File: src/rtl/psram_qspi_master.sv
// QSPI initiator for the on-board PSRAM: turns single-outstanding bus requests into
// quad write (0x38) / quad read (0xEB) transfers of 1-4 bytes with a 24-bit address.
module psram_qspi_master #(
    parameter int unsigned CLK_DIV        = 1,
    parameter int unsigned DUMMY_CYCLES   = 6,
    parameter int unsigned CE_HIGH_CYCLES = 2,
    parameter logic [7:0]  CMD_READ       = 8'hEB,
    parameter logic [7:0]  CMD_WRITE      = 8'h38
) (
    input  logic        clock,
    input  logic        reset,
    input  logic        req_valid,
    output logic        req_ready,
    input  logic        req_write,
    input  logic [23:0] req_addr,
    input  logic [2:0]  req_len,
    input  logic [31:0] req_wdata,
    output logic        resp_valid,
    input  logic        resp_ready,
    output logic [31:0] resp_rdata,
    output logic        sck,
    output logic        ce_n,
    output logic [3:0]  dio_out,
    output logic        dio_oe,
    input  logic [3:0]  dio_in
);
    localparam int unsigned DIV_W   = (CLK_DIV > 1) ? $clog2(CLK_DIV) : 1;
    localparam int unsigned CE_CLKS = CE_HIGH_CYCLES * 2 * CLK_DIV;
    localparam int unsigned CE_W    = (CE_CLKS > 1) ? $clog2(CE_CLKS) : 1;
    localparam int unsigned CNT_W   = 8;

    typedef enum logic [2:0] {
        S_IDLE, S_CMD, S_ADDR, S_WDATA, S_DUMMY, S_RDATA, S_CE_HIGH, S_RESP
    } state_t;

    state_t           state;
    logic [DIV_W-1:0] div_cnt;
    logic [CNT_W-1:0] cyc_cnt;
    logic [CE_W-1:0]  ce_cnt;
    logic             write_q;
    logic [23:0]      addr_q;
    logic [2:0]       len_q;
    logic [31:0]      wdata_q;

    logic [CNT_W-1:0] phase_len;
    state_t           phase_next;
    logic [2:0]       len_eff;

    // Length of the current serial phase in sck cycles and the phase that follows it
    always_comb begin
        phase_len  = CNT_W'(8);
        phase_next = S_ADDR;
        case (state)
            S_CMD: begin
                phase_len  = CNT_W'(8);
                phase_next = S_ADDR;
            end
            S_ADDR: begin
                phase_len  = CNT_W'(6);
                phase_next = write_q ? S_WDATA : ((DUMMY_CYCLES == 0) ? S_RDATA : S_DUMMY);
            end
            S_WDATA: begin
                phase_len  = CNT_W'({len_q, 1'b0});
                phase_next = S_CE_HIGH;
            end
            S_DUMMY: begin
                phase_len  = CNT_W'(DUMMY_CYCLES);
                phase_next = S_RDATA;
            end
            S_RDATA: begin
                phase_len  = CNT_W'({len_q, 1'b0});
                phase_next = S_CE_HIGH;
            end
            default: ;
        endcase
    end

    assign len_eff = (req_len == 3'd0 || req_len > 3'd4) ? 3'd4 : req_len;

    // Nibble presented on dio_out for sck cycle idx of a driven phase
    function automatic logic [3:0] nibble(input state_t st, input logic [2:0] idx);
        logic [7:0] op;
        op = write_q ? CMD_WRITE : CMD_READ;
        case (st)
            S_CMD:   nibble = {3'b000, op[3'd7 - idx]};
            S_ADDR:  nibble = 4'(addr_q >> (5'd20 - {idx, 2'b00}));
            S_WDATA: nibble = 4'(wdata_q >> {idx[2:1], ~idx[0], 2'b00});
            default: nibble = 4'h0;
        endcase
    endfunction

    always_ff @(posedge clock) begin
        if (reset) begin
            state      <= S_IDLE;
            req_ready  <= 1'b1;
            resp_valid <= 1'b0;
            resp_rdata <= 32'h0;
            sck        <= 1'b0;
            ce_n       <= 1'b1;
            dio_out    <= 4'h0;
            dio_oe     <= 1'b0;
            div_cnt    <= '0;
            cyc_cnt    <= '0;
            ce_cnt     <= '0;
            write_q    <= 1'b0;
            addr_q     <= 24'h0;
            len_q      <= 3'd4;
            wdata_q    <= 32'h0;
        end else begin
            case (state)
                S_IDLE: begin
                    if (req_valid && req_ready) begin
                        write_q    <= req_write;
                        addr_q     <= req_addr;
                        len_q      <= len_eff;
                        wdata_q    <= req_wdata;
                        req_ready  <= 1'b0;
                        resp_rdata <= 32'h0;
                        ce_n       <= 1'b0;
                        sck        <= 1'b0;
                        dio_oe     <= 1'b1;
                        dio_out    <= {3'b000, req_write ? CMD_WRITE[7] : CMD_READ[7]};
                        div_cnt    <= '0;
                        cyc_cnt    <= '0;
                        state      <= S_CMD;
                    end
                end
                S_CMD, S_ADDR, S_WDATA, S_DUMMY, S_RDATA: begin
                    if (div_cnt == DIV_W'(CLK_DIV - 1)) begin
                        div_cnt <= '0;
                        sck     <= ~sck;
                        if (!sck) begin
                            // rising edge: capture read nibble, high nibble of each byte first
                            if (state == S_RDATA)
                                resp_rdata[{cyc_cnt[2:1], ~cyc_cnt[0], 2'b00} +: 4] <= dio_in;
                        end else if (cyc_cnt == phase_len - CNT_W'(1)) begin
                            cyc_cnt <= '0;
                            state   <= phase_next;
                            if (phase_next == S_CE_HIGH) begin
                                ce_n    <= 1'b1;
                                dio_oe  <= 1'b0;
                                dio_out <= 4'h0;
                                ce_cnt  <= '0;
                            end else begin
                                dio_oe  <= (phase_next == S_ADDR) || (phase_next == S_WDATA);
                                dio_out <= nibble(phase_next, 3'd0);
                            end
                        end else begin
                            cyc_cnt <= cyc_cnt + CNT_W'(1);
                            dio_out <= nibble(state, 3'(cyc_cnt + CNT_W'(1)));
                        end
                    end else begin
                        div_cnt <= div_cnt + DIV_W'(1);
                    end
                end
                S_CE_HIGH: begin
                    if (ce_cnt == CE_W'(CE_CLKS - 1)) begin
                        resp_valid <= 1'b1;
                        state      <= S_RESP;
                    end else begin
                        ce_cnt <= ce_cnt + CE_W'(1);
                    end
                end
                S_RESP: begin
                    if (resp_ready) begin
                        resp_valid <= 1'b0;
                        req_ready  <= 1'b1;
                        state      <= S_IDLE;
                    end
                end
                default: state <= S_IDLE;
            endcase
        end
    end
endmodule

File: config.mk
export PLATFORM = sky130hd
export DESIGN_NAME = psram_qspi_master
export DESIGN_NICKNAME = d
export VERILOG_FILES = /design/src/rtl/psram_qspi_master.sv
export SDC_FILE = /design/constraint.sdc
export NUM_CORES = 1
export LEC_CHECK = 0
export CAP_MARGIN = 20
export CELL_PAD_IN_SITES_DETAIL_PLACEMENT = 0
export CELL_PAD_IN_SITES_GLOBAL_PLACEMENT = 1
export CORE_ASPECT_RATIO = 1.5
export CORE_MARGIN = 2
export CORE_UTILIZATION = 40
export CTS_CLUSTER_SIZE = 40
export DETAILED_ROUTE_END_ITERATION = 6
export HOLD_SLACK_MARGIN = 0.05
export PLACE_DENSITY_LB_ADDON = 0.25
export SLEW_MARGIN = 20
export SYNTH_ARGS = -nofsm -noshare
export SYNTH_HDL_FRONTEND = slang
export SYNTH_SLANG_ARGS = --single-unit
File: constraint.sdc
create_clock -name clock -period 3.9 [get_ports clock]
set_clock_uncertainty 0.05 [all_clocks]
set_input_delay 0.39 -clock clock [delete_from_list [all_inputs] [get_ports clock]]
set_output_delay 0.39 -clock clock [all_outputs]
set_load 0.02 [all_outputs]
==> metrics.md, run 1 <==
| Metric | Value |
|---|---|
| Outcome | `finished, final reports clean` |
| Clock buffer depth | `2` |
| PwrDens | `479 nW/µm²` |
| Pin slew with the least headroom to its limit | `875 ps` |
| CP Data Arrival Time | `3510 ps` |
| Layout area overhead | `33.1%` |
| Leakage | `2.43 nW` |
| Yosys reg bits | `114` |
| Max frequency | `0.305 GHz` |
| Tot GR Track Use | `21.3%` |
| Post-Syn Area per Cell | `8.26 µm²` |
| Period utilisation layout | `84.1%` |
| Synth Area in XOR/XNOR | `1.35%` |
| First-pass GRT wire length | `23.9 mm` |
| Synth Warn # | `0` |
| Post-Synth Adder-Cell Area | `1.45%` |
| Share of layout cells above drive strength 1 | `8.38%` |
| Largest family of logic cells by synthesized area | `simple AND/OR/NAND/NOR gates` |
| Number of global-route vias before repair | `4861` |
| Vias | `4846` |
| Mux cell area share after synthesis | `6.79%` |
| Startpoint types | `register` |
| CTS hold repair buffers | `0` |
| Final setup viols | `0` |
| Area contributors post-synth | `dfxtp_1, nand2_1, a21oi_1` |
| Antenna diodes | `0` |
| Clock Latency Late Sink | `410 ps` |
| Hold WS | `403 ps` |
| Final hold viol count | `0` |
| CP Max Fanout | `21` |
| Die Ht | `143 µm` |
| Vias/cell | `5.48` |
| Sum Neg Setup Slack | `0 ps` |
| Yosys cell types | `54` |
| RSZ-0062 raised after global routing | `false` |
| Hold Path Class | `register to register` |
| Final antenna-violating net count | `0` |
| Ys flop type | `dfxtp_1` |
| Maximum vdd drop | `256 µV` |
| Die Width | `96.9 µm` |
| H-Tree Depth | `4` |
| Relative slew slack | `40.9%` |
| Post-synthesis sequential area ratio | `44.1%` |
| Synthesized Nets | `701` |
| Routability cong. | `0.791` |
| Post-synth EDFFs | `0` |
| Final Max Slew Viols | `0` |
| Fraction of registers with async set/reset | `0%` |
| Starting Density | `41.2%` |
| Final wirelength | `14.7 mm` |
| Drt first pass iters | `5` |
| Post-synth top area cell | `dfxtp_1` |
| Critical Path End Type | `register` |
| Post-CTS resize count | `0` |
| # clock sinks | `114` |
| Total CTS buffers | `17` |
| Total grt overflow | `0` |
| Most common cell after layout, fill and taps aside | `nand2_1` |
| Pin count of the biggest net entering global routing | `75` |
| Io pins | `109` |
| Synth Instances | `627` |
| DP HPWL | `10.3 mm` |
| Worst EP required | `4120 ps` |
| Setup bufs post-CTS | `0` |
| Multi-input logic area | `2700 µm²` |
| Most frequent cells in the layout | `nand2_1, dfxtp_1, clkdlybuf4s50_1` |
| TritonCTS clock tree | `yes` |
| Sequential cell area | `2280 µm²` |
| DR DRC count | `0` |
| Share of the synthesized area in the top cell type | `44.1%` |
| DR WL/cell | `16.6 µm` |
| Fin nets | `789` |
| Core area | `12600 µm²` |
| Worst Path Class, Setup | `register to register` |
| Clock slew at reported path FFs | `60 ps` |
| CTS root buffer | `clkbuf_16` |
| IO Port Bufs | `108` |
| # rows | `50` |
| Post-Syn Area | `5180 µm²` |
| Compound-gate portion of the synthesized area | `20.3%` |
| Max-cap violations | `0` |
| Die Area | `13900 µm²` |
| Synth Area in Simple Gates | `22.2%` |
| Initial antenna violation count | `0` |
| DRT iter0 DRCs | `218` |
| Number of fill cells | `1174` |
| Min cycle time layout | `3280 ps` |
## power breakdown
| part | internal, W | switching (W) | leakage [nW] | total, W |
|---|---|---|---|---|
| clock | 0.000879 | 0.000576 | 0.274 | 0.00146 |
| sequential | 0.00124 | 0.0000732 | 0.928 | 0.00131 |
| combinational | 0.000227 | 0.000304 | 1.23 | 0.000530 |
## routing by layer
metal / GRT usage [%] / vias to the layer above / share of wire (%)
li1: - / 2388 / -
met5: 0 / - / 0
met2: 38.0 / 123 / 51
met4: 7.04 / 0 / 1.5
met1: 25.3 / 2319 / 43
met3: 4.91 / 16 / 4.2
## sequential cells by signal (all words and copies together) (netlist names)
signal and flops:
req_ready 1, dio_out 4, addr_q 24, sck 1
ce_cnt 2, resp_valid 1, state 3, resp_rdata 32
dio_oe 1, wdata_q 32, len_q 3, cyc_cnt 8
ce_n 1, write_q 1
## Yosys cell counts, types with 6 or more instances
master	number
o21ai_0	18
mux4_2	12
a21oi_1	82
or3_1	8
clkbuf_1	29
nand2_1	137
nand2b_1	6
and2_1	6
buf_1	11
mux2i_1	7
nor2_1	58
nor3_1	6
ha_1	6
a22oi_1	35
nand3b_1	6
dfxtp_1	114
nand3_1	9
## kinds of logic (layout without fill, tap and decap cells)
logic type	Yosys count	count (layout)
DFF	114	114
and+or+nand+nor	259	259
adders and majority gates	6	6
AOI/OAI and AO/OA	169	169
xor gates and xnor gates	8	8
buffers and inverters	51	152
muxes	20	20
## critical path, stage by stage, from the launching register on
cell and delay (ps):
dfxtp_1 750, xor2_1 520, o21ai_0 200, ha_1 230, xnor2_1 160, and3_1 180, o211ai_1 120, or3_1 540
o21ai_0 270, a22oi_1 120
## cell type report
class | instances | share of cell area (%)
inverters | 5 | 0.272
well taps | 156 | 2.83
clock buffers | 17 | 6.18
clock inverters | 15 | 1.96
multi-input cells | 462 | 39.2
repair buffers | 115 | 16.4
flip-flops and latches | 114 | 33.1
## final timing paths
| kind | cells after the start | slack [ps] | start | to |
|---|---|---|---|---|
| worst min register to register | 2 | 400 | addr_q[2]$_SDFFE_PP0P_ | addr_q[2]$_SDFFE_PP0P_ |
| worst min-delay path | 2 | 400 | addr_q[2]$_SDFFE_PP0P_ | addr_q[2]$_SDFFE_PP0P_ |
| worst max-delay path | 9 | 620 | state[1]$_SDFFE_PP0P_ | dio_out[1]$_SDFFE_PP0P_ |
| worst max register to register | 9 | 620 | state[1]$_SDFFE_PP0P_ | dio_out[1]$_SDFFE_PP0P_ |
## metrics by stage
step,cells,utilization (%),total power (W),instance area [µm²],worst slack [ps]
floorplan,627,-,0.00166,5180,1350
global placement,852,50.3,0.00186,6330,785
detailed placement,852,50.3,0.00187,6330,645
CTS,884,54.8,0.00332,6890,616
global route,884,54.8,0.00344,6890,333
finish,884,54.8,0.00330,6890,618
Power figures use the tool's default switching activity.
==> inputs of run 2 (changes only) <==
--- a/config.mk
+++ b/config.mk
@@ -10,7 +10,7 @@
 export CELL_PAD_IN_SITES_GLOBAL_PLACEMENT = 1
 export CORE_ASPECT_RATIO = 1.5
 export CORE_MARGIN = 2
-export CORE_UTILIZATION = 40
+export CORE_UTILIZATION = 38
 export CTS_CLUSTER_SIZE = 40
 export DETAILED_ROUTE_END_ITERATION = 6
 export HOLD_SLACK_MARGIN = 0.05
==> constraint.sdc (replaced) <==
create_clock -name clock -period 3.1 [get_ports clock]
set_clock_uncertainty 0.05 [all_clocks]
set_input_delay 0.31 -clock clock [delete_from_list [all_inputs] [get_ports clock]]
set_output_delay 0.31 -clock clock [all_outputs]
set_load 0.02 [all_outputs]
==> metrics.md, run 2 (same netlist as run 1, synthesis figures left out) <==
| Metric | Value |
|---|---|
| Critical R2R Launch | `state[2]$_SDFFE_PP0P_` |
| Critical Path End Type | `register` |
| # rows | `52` |
| Max frequency | `0.381 GHz` |
| Critical path cell sequence | `xor2_1 > buf_4 > nand2_1 > ha_1 > xnor2_1 > and3_1 > o211ai_1 > or3_1 > o21ai_0 > a22oi_1` |
| DRT iter0 DRCs | `285` |
| DR DRC count | `0` |
| Register-to-Register Path Depth | `10` |
| Post-CTS resize count | `0` |
| Reg2Reg Capture Point | `dio_out[2]$_SDFFE_PP0P_` |
| Most common cell after layout, fill and taps aside | `nand2_1` |
| Number of global-route vias before repair | `4827` |
| Share of layout cells above drive strength 1 | `9.50%` |
| Sequential cell area | `2280 µm²` |
| CTS hold repair buffers | `0` |
| Final setup viols | `0` |
| Pin count of the biggest net entering global routing | `80` |
| IO Port Bufs | `108` |
| Worst EP required | `3330 ps` |
| Min-delay src | `req_addr[22]` |
| Critical path endpoint | `dio_out[2]$_SDFFE_PP0P_` |
| DR WL/cell | `16.6 µm` |
| Worst Path Class, Setup | `register to register` |
| Outcome | `finished, final reports clean` |
| Relative slew slack | `43.4%` |
| Maximum vdd drop | `347 µV` |
| R2r setup slk | `470 ps` |
| Final Max Slew Viols | `0` |
| Layout area overhead | `36.9%` |
| DP HPWL | `10.7 mm` |
| RSZ-0062 raised after global routing | `false` |
| Setup bufs post-CTS | `0` |
| Leakage | `2.52 nW` |
| Final Core Density | `52.9%` |
| Vias/cell | `5.43` |
| Most frequent cells in the layout | `nand2_1, dfxtp_1, clkdlybuf4s50_1` |
| Clock Latency Late Sink | `410 ps` |
| CP startpoint | `state[2]$_SDFFE_PP0P_` |
| CTS root buffer | `clkbuf_16` |
| Core area | `13400 µm²` |
| Die Ht | `147 µm` |
| TritonCTS clock tree | `yes` |
| Initial antenna violation count | `1` |
| Final antenna-violating net count | `0` |
| Slowest stage delay, CP | `570 ps` |
| Slowest stage cell, crit path | `or3_1` |
| Regs by FF count | `resp_rdata (32), wdata_q (32), addr_q (24)` |
| Clock slew at reported path FFs | `50 ps` |
| Final wirelength | `14.9 mm` |
| CP Data Arrival Time | `2850 ps` |
| Drt first pass iters | `5` |
| CP Max Fanout | `12` |
| Io pins | `109` |
| # clock sinks | `114` |
| Total CTS buffers | `17` |
| Hold Path Class | `input pin to register` |
| Clock buffer depth | `2` |
| Max-cap violations | `0` |
| Starting Density | `38.6%` |
| Tot GR Track Use | `20.7%` |
| Number of fill cells | `1270` |
| Routability cong. | `0.873` |
| First-pass GRT wire length | `24.0 mm` |
| PwrDens | `646 nW/µm²` |
| Min cycle time layout | `2630 ps` |
| Startpoint types | `register` |
| Fin nets | `798` |
| Vias | `4885` |
| Multi-input logic area | `2700 µm²` |
| Sum Neg Setup Slack | `0 ps` |
| Die Width | `99.3 µm` |
| Total power | `0.00458 W` |
| Total grt overflow | `0` |
| Die Area | `14600 µm²` |
| Final hold viol count | `0` |
| Period utilisation layout | `84.7%` |
| H-Tree Depth | `4` |
| Pin slew with the least headroom to its limit | `849 ps` |
-- run 2: changes by cell type in the layout (fill, tap and decap cells not counted) --
cell        delta
bufinv_16      +5
clkinv_2       -4
clkinv_4       -2
buf_4          +9
diode_2        +1
clkinvlp_4     +2
inv_6          -1
-- run 2: how the worst min path moves through the flow --
stage,endpoint,cells past startpoint
5_1_grt,addr_q[14]$_SDFFE_PP0P_,3
3_5_place_dp,addr_q[10]$_SDFFE_PP0P_,2
3_3_place_gp,addr_q[5]$_SDFFE_PP0P_,2
2_1_floorplan,addr_q[12]$_SDFFE_PP0P_,2
4_1_cts,addr_q[11]$_SDFFE_PP0P_,3
6_report,addr_q[22]$_SDFFE_PP0P_,3
-- run 2: through the flow --
step | hold WS, ps | worst slack (ps) | area, µm² | cells
2_1_floorplan | 383 | 550 | 5180 | 627
3_3_place_gp | 389 | 566 | 6400 | 867
3_5_place_dp | 397 | 480 | 6400 | 867
4_1_cts | 380 | 458 | 7080 | 899
5_1_grt | 405 | 196 | 7090 | 900
6_report | 392 | 473 | 7090 | 900
-- run 2: worst max-delay path, delay by kind of cell, from the launching register on --
| family | cells | cell delay, ps |
|---|---|---|
| AO/OA/AOI/OAI | 3 | 470 |
| XOR/XNOR | 2 | 410 |
| adder cells (fa/ha/maj) | 1 | 200 |
| buffers and inverters | 1 | 190 |
| flip-flops | 1 | 350 |
| AND/OR/NAND/NOR | 3 | 810 |
-- run 2: layout make-up --
cell class	instances	area share, %
tap	162	2.86
clock buffer	17	6.00
sequential	114	32.2
antenna	1	0.0353
timing repair buffer	124	16.9
multi-input combinational	462	38.1
clock inverter	15	3.58
inverter	5	0.265
-- run 2: layer usage --
metal  share of wire, %  wire length [µm]  GRT usage [%]
met1                 42              6250           24.3
met2                 52              7750           35.9
met3                3.4               509           4.47
met4                2.7               406           9.52
met5                  0                 0              0
-- run 2: power by group --
group / switching, W / internal [W]
combinational: 0.000409 / 0.000299
sequential: 0.0000685 / 0.00156
clock: 0.000726 / 0.00151
==> inputs of run 3 (changes only) <==
==> constraint.sdc (replaced) <==
create_clock -name clock -period 2.6 [get_ports clock]
set_clock_uncertainty 0.05 [all_clocks]
set_input_delay 0.26 -clock clock [delete_from_list [all_inputs] [get_ports clock]]
set_output_delay 0.26 -clock clock [all_outputs]
set_load 0.02 [all_outputs]
==> metrics.md, run 3 (same netlist as run 1, synthesis figures left out) <==
| Metric | Value |
|---|---|
| Pin count of the biggest net entering global routing | `52` |
| Clock buffer depth | `2` |
| Final setup viols | `0` |
| Worst EP required | `2820 ps` |
| Fin nets | `809` |
| Final wirelength | `15.3 mm` |
| Routability cong. | `0.825` |
| Total grt overflow | `0` |
| Total power | `0.00512 W` |
| Die Area | `14600 µm²` |
| Final Core Density | `53.0%` |
| Worst Path Class, Setup | `register to register` |
| Min cycle time layout | `2430 ps` |
| Number of global-route vias before repair | `4965` |
| Sum Neg Setup Slack | `0 ps` |
| TritonCTS clock tree | `yes` |
| Maximum vdd drop | `411 µV` |
| Critical Path End Type | `register` |
| Post-CTS resize count | `0` |
| CTS root buffer | `clkbuf_16` |
| RSZ-0062 raised after global routing | `false` |
| CP Max Fanout | `12` |
| Vias/cell | `5.42` |
| Final antenna-violating net count | `0` |
| Leakage | `2.55 nW` |
| Die Ht | `147 µm` |
| # clock sinks | `114` |
| Io pins | `109` |
| Share of layout cells above drive strength 1 | `11.4%` |
| Final Max Slew Viols | `0` |
| # rows | `52` |
| DRT iter0 DRCs | `227` |
| DR DRC count | `0` |
| Max frequency | `0.412 GHz` |
| Hold Path Class | `input pin to register` |
| DP Worst Slack | `69.9 ps` |
| Vias | `4936` |
| Die Width | `99.3 µm` |
| Final hold viol count | `0` |
| Number of fill cells | `1285` |
| Initial antenna violation count | `1` |
| Hold WS | `284 ps` |
| Setup bufs post-CTS | `0` |
| Max-cap violations | `0` |
| Core area | `13400 µm²` |
| Relative slew slack | `61.7%` |
| Startpoint types | `register` |
| Clock slew at reported path FFs | `60 ps` |
| Drt first pass iters | `5` |
| Regs by FF count | `resp_rdata (32), wdata_q (32), addr_q (24)` |
| Most frequent cells in the layout | `nand2_1, dfxtp_1, clkdlybuf4s50_1` |
| Tot GR Track Use | `21.1%` |
| DP HPWL | `11.1 mm` |
| DR WL/cell | `16.7 µm` |
| Outcome | `finished, final reports clean` |
| IO Port Bufs | `108` |
| First-pass GRT wire length | `24.5 mm` |
| Starting Density | `38.6%` |
| CTS hold repair buffers | `0` |
| R2r setup slk | `170 ps` |
| Period utilisation layout | `93.5%` |
| Most common cell after layout, fill and taps aside | `nand2_1` |
| Total CTS buffers | `17` |
| Clock Latency Late Sink | `410 ps` |
| Worst Slack Setup Final | `170 ps` |
| Layout area overhead | `37.3%` |
| PwrDens | `720 nW/µm²` |
| CP Data Arrival Time | `2650 ps` |
| H-Tree Depth | `4` |
| Pin slew with the least headroom to its limit | `574 ps` |
==> run 3: cell count changes in the layout (fill, tap and decap cells not counted), moves of 2 or more <==
cell	previous run	this run
bufinv_16	6	2
dfxtp_1	114	112
buf_4	17	27
clkinv_2	0	2
dfxtp_2	0	2
==> run 3: metrics by stage <==
| stage | area (µm²) | instances |
|---|---|---|
| 6_report | 7110 | 911 |
| 5_1_grt | 7110 | 911 |
| 4_1_cts | 7090 | 910 |
| 3_5_place_dp | 6500 | 878 |
| 3_3_place_gp | 6500 | 878 |
| 2_1_floorplan | 5180 | 627 |
==> run 3: report_power, final <==
part	total, W	leakage [nW]	internal (W)	switching [W]
clock	0.00229	0.283	0.00144	0.000850
combinational	0.000887	1.34	0.000383	0.000504
sequential	0.00194	0.929	0.00186	0.0000797
total	0.00512	2.55	0.00369	0.00143
==> run 3: final timing paths <==
path                                               start                       end  cells after the start
worst min-delay path                               reset   resp_valid$_SDFFE_PP0P_                      2
worst max-delay path               state[1]$_SDFFE_PP0P_   dio_out[3]$_SDFFE_PP0P_                      9
worst min register to register  wdata_q[11]$_SDFFE_PP0P_  wdata_q[11]$_SDFFE_PP0P_                      2
worst max register to register     state[1]$_SDFFE_PP0P_   dio_out[3]$_SDFFE_PP0P_                      9
==> run 3: routing by layer <==
layer  GRT usage [%]  share of wire (%)  vias to the layer above
met1            25.0                 41                     2320
li1                -                  -                     2432
met5               0                  0                        -
met4            9.93                3.5                        0
met3            4.28                4.3                       32
met2            36.4                 52                      152
==> run 3: final cells by class <==
cell class              instances  area [µm²]  area share, %
multi-input cells             462        2710           38.2
flip-flops and latches        114        2280           32.1
repair buffers                135        1290           18.2
clock buffers                  18         439           6.18
well taps                     162         203           2.85
clock inverters                14         154           2.17
inverters                       5        18.8          0.264
diodes                          1        2.50         0.0352
==> run 3: worst max-delay path, stage by stage, from the launching register on <==
cell and delay, ps:
dfxtp_2 350, xor2_2 210, o21ai_1 110, ha_1 200
xnor2_1 180, and3_1 180, o211ai_1 120, or3_1 560
o21ai_0 230, a22oi_1 110
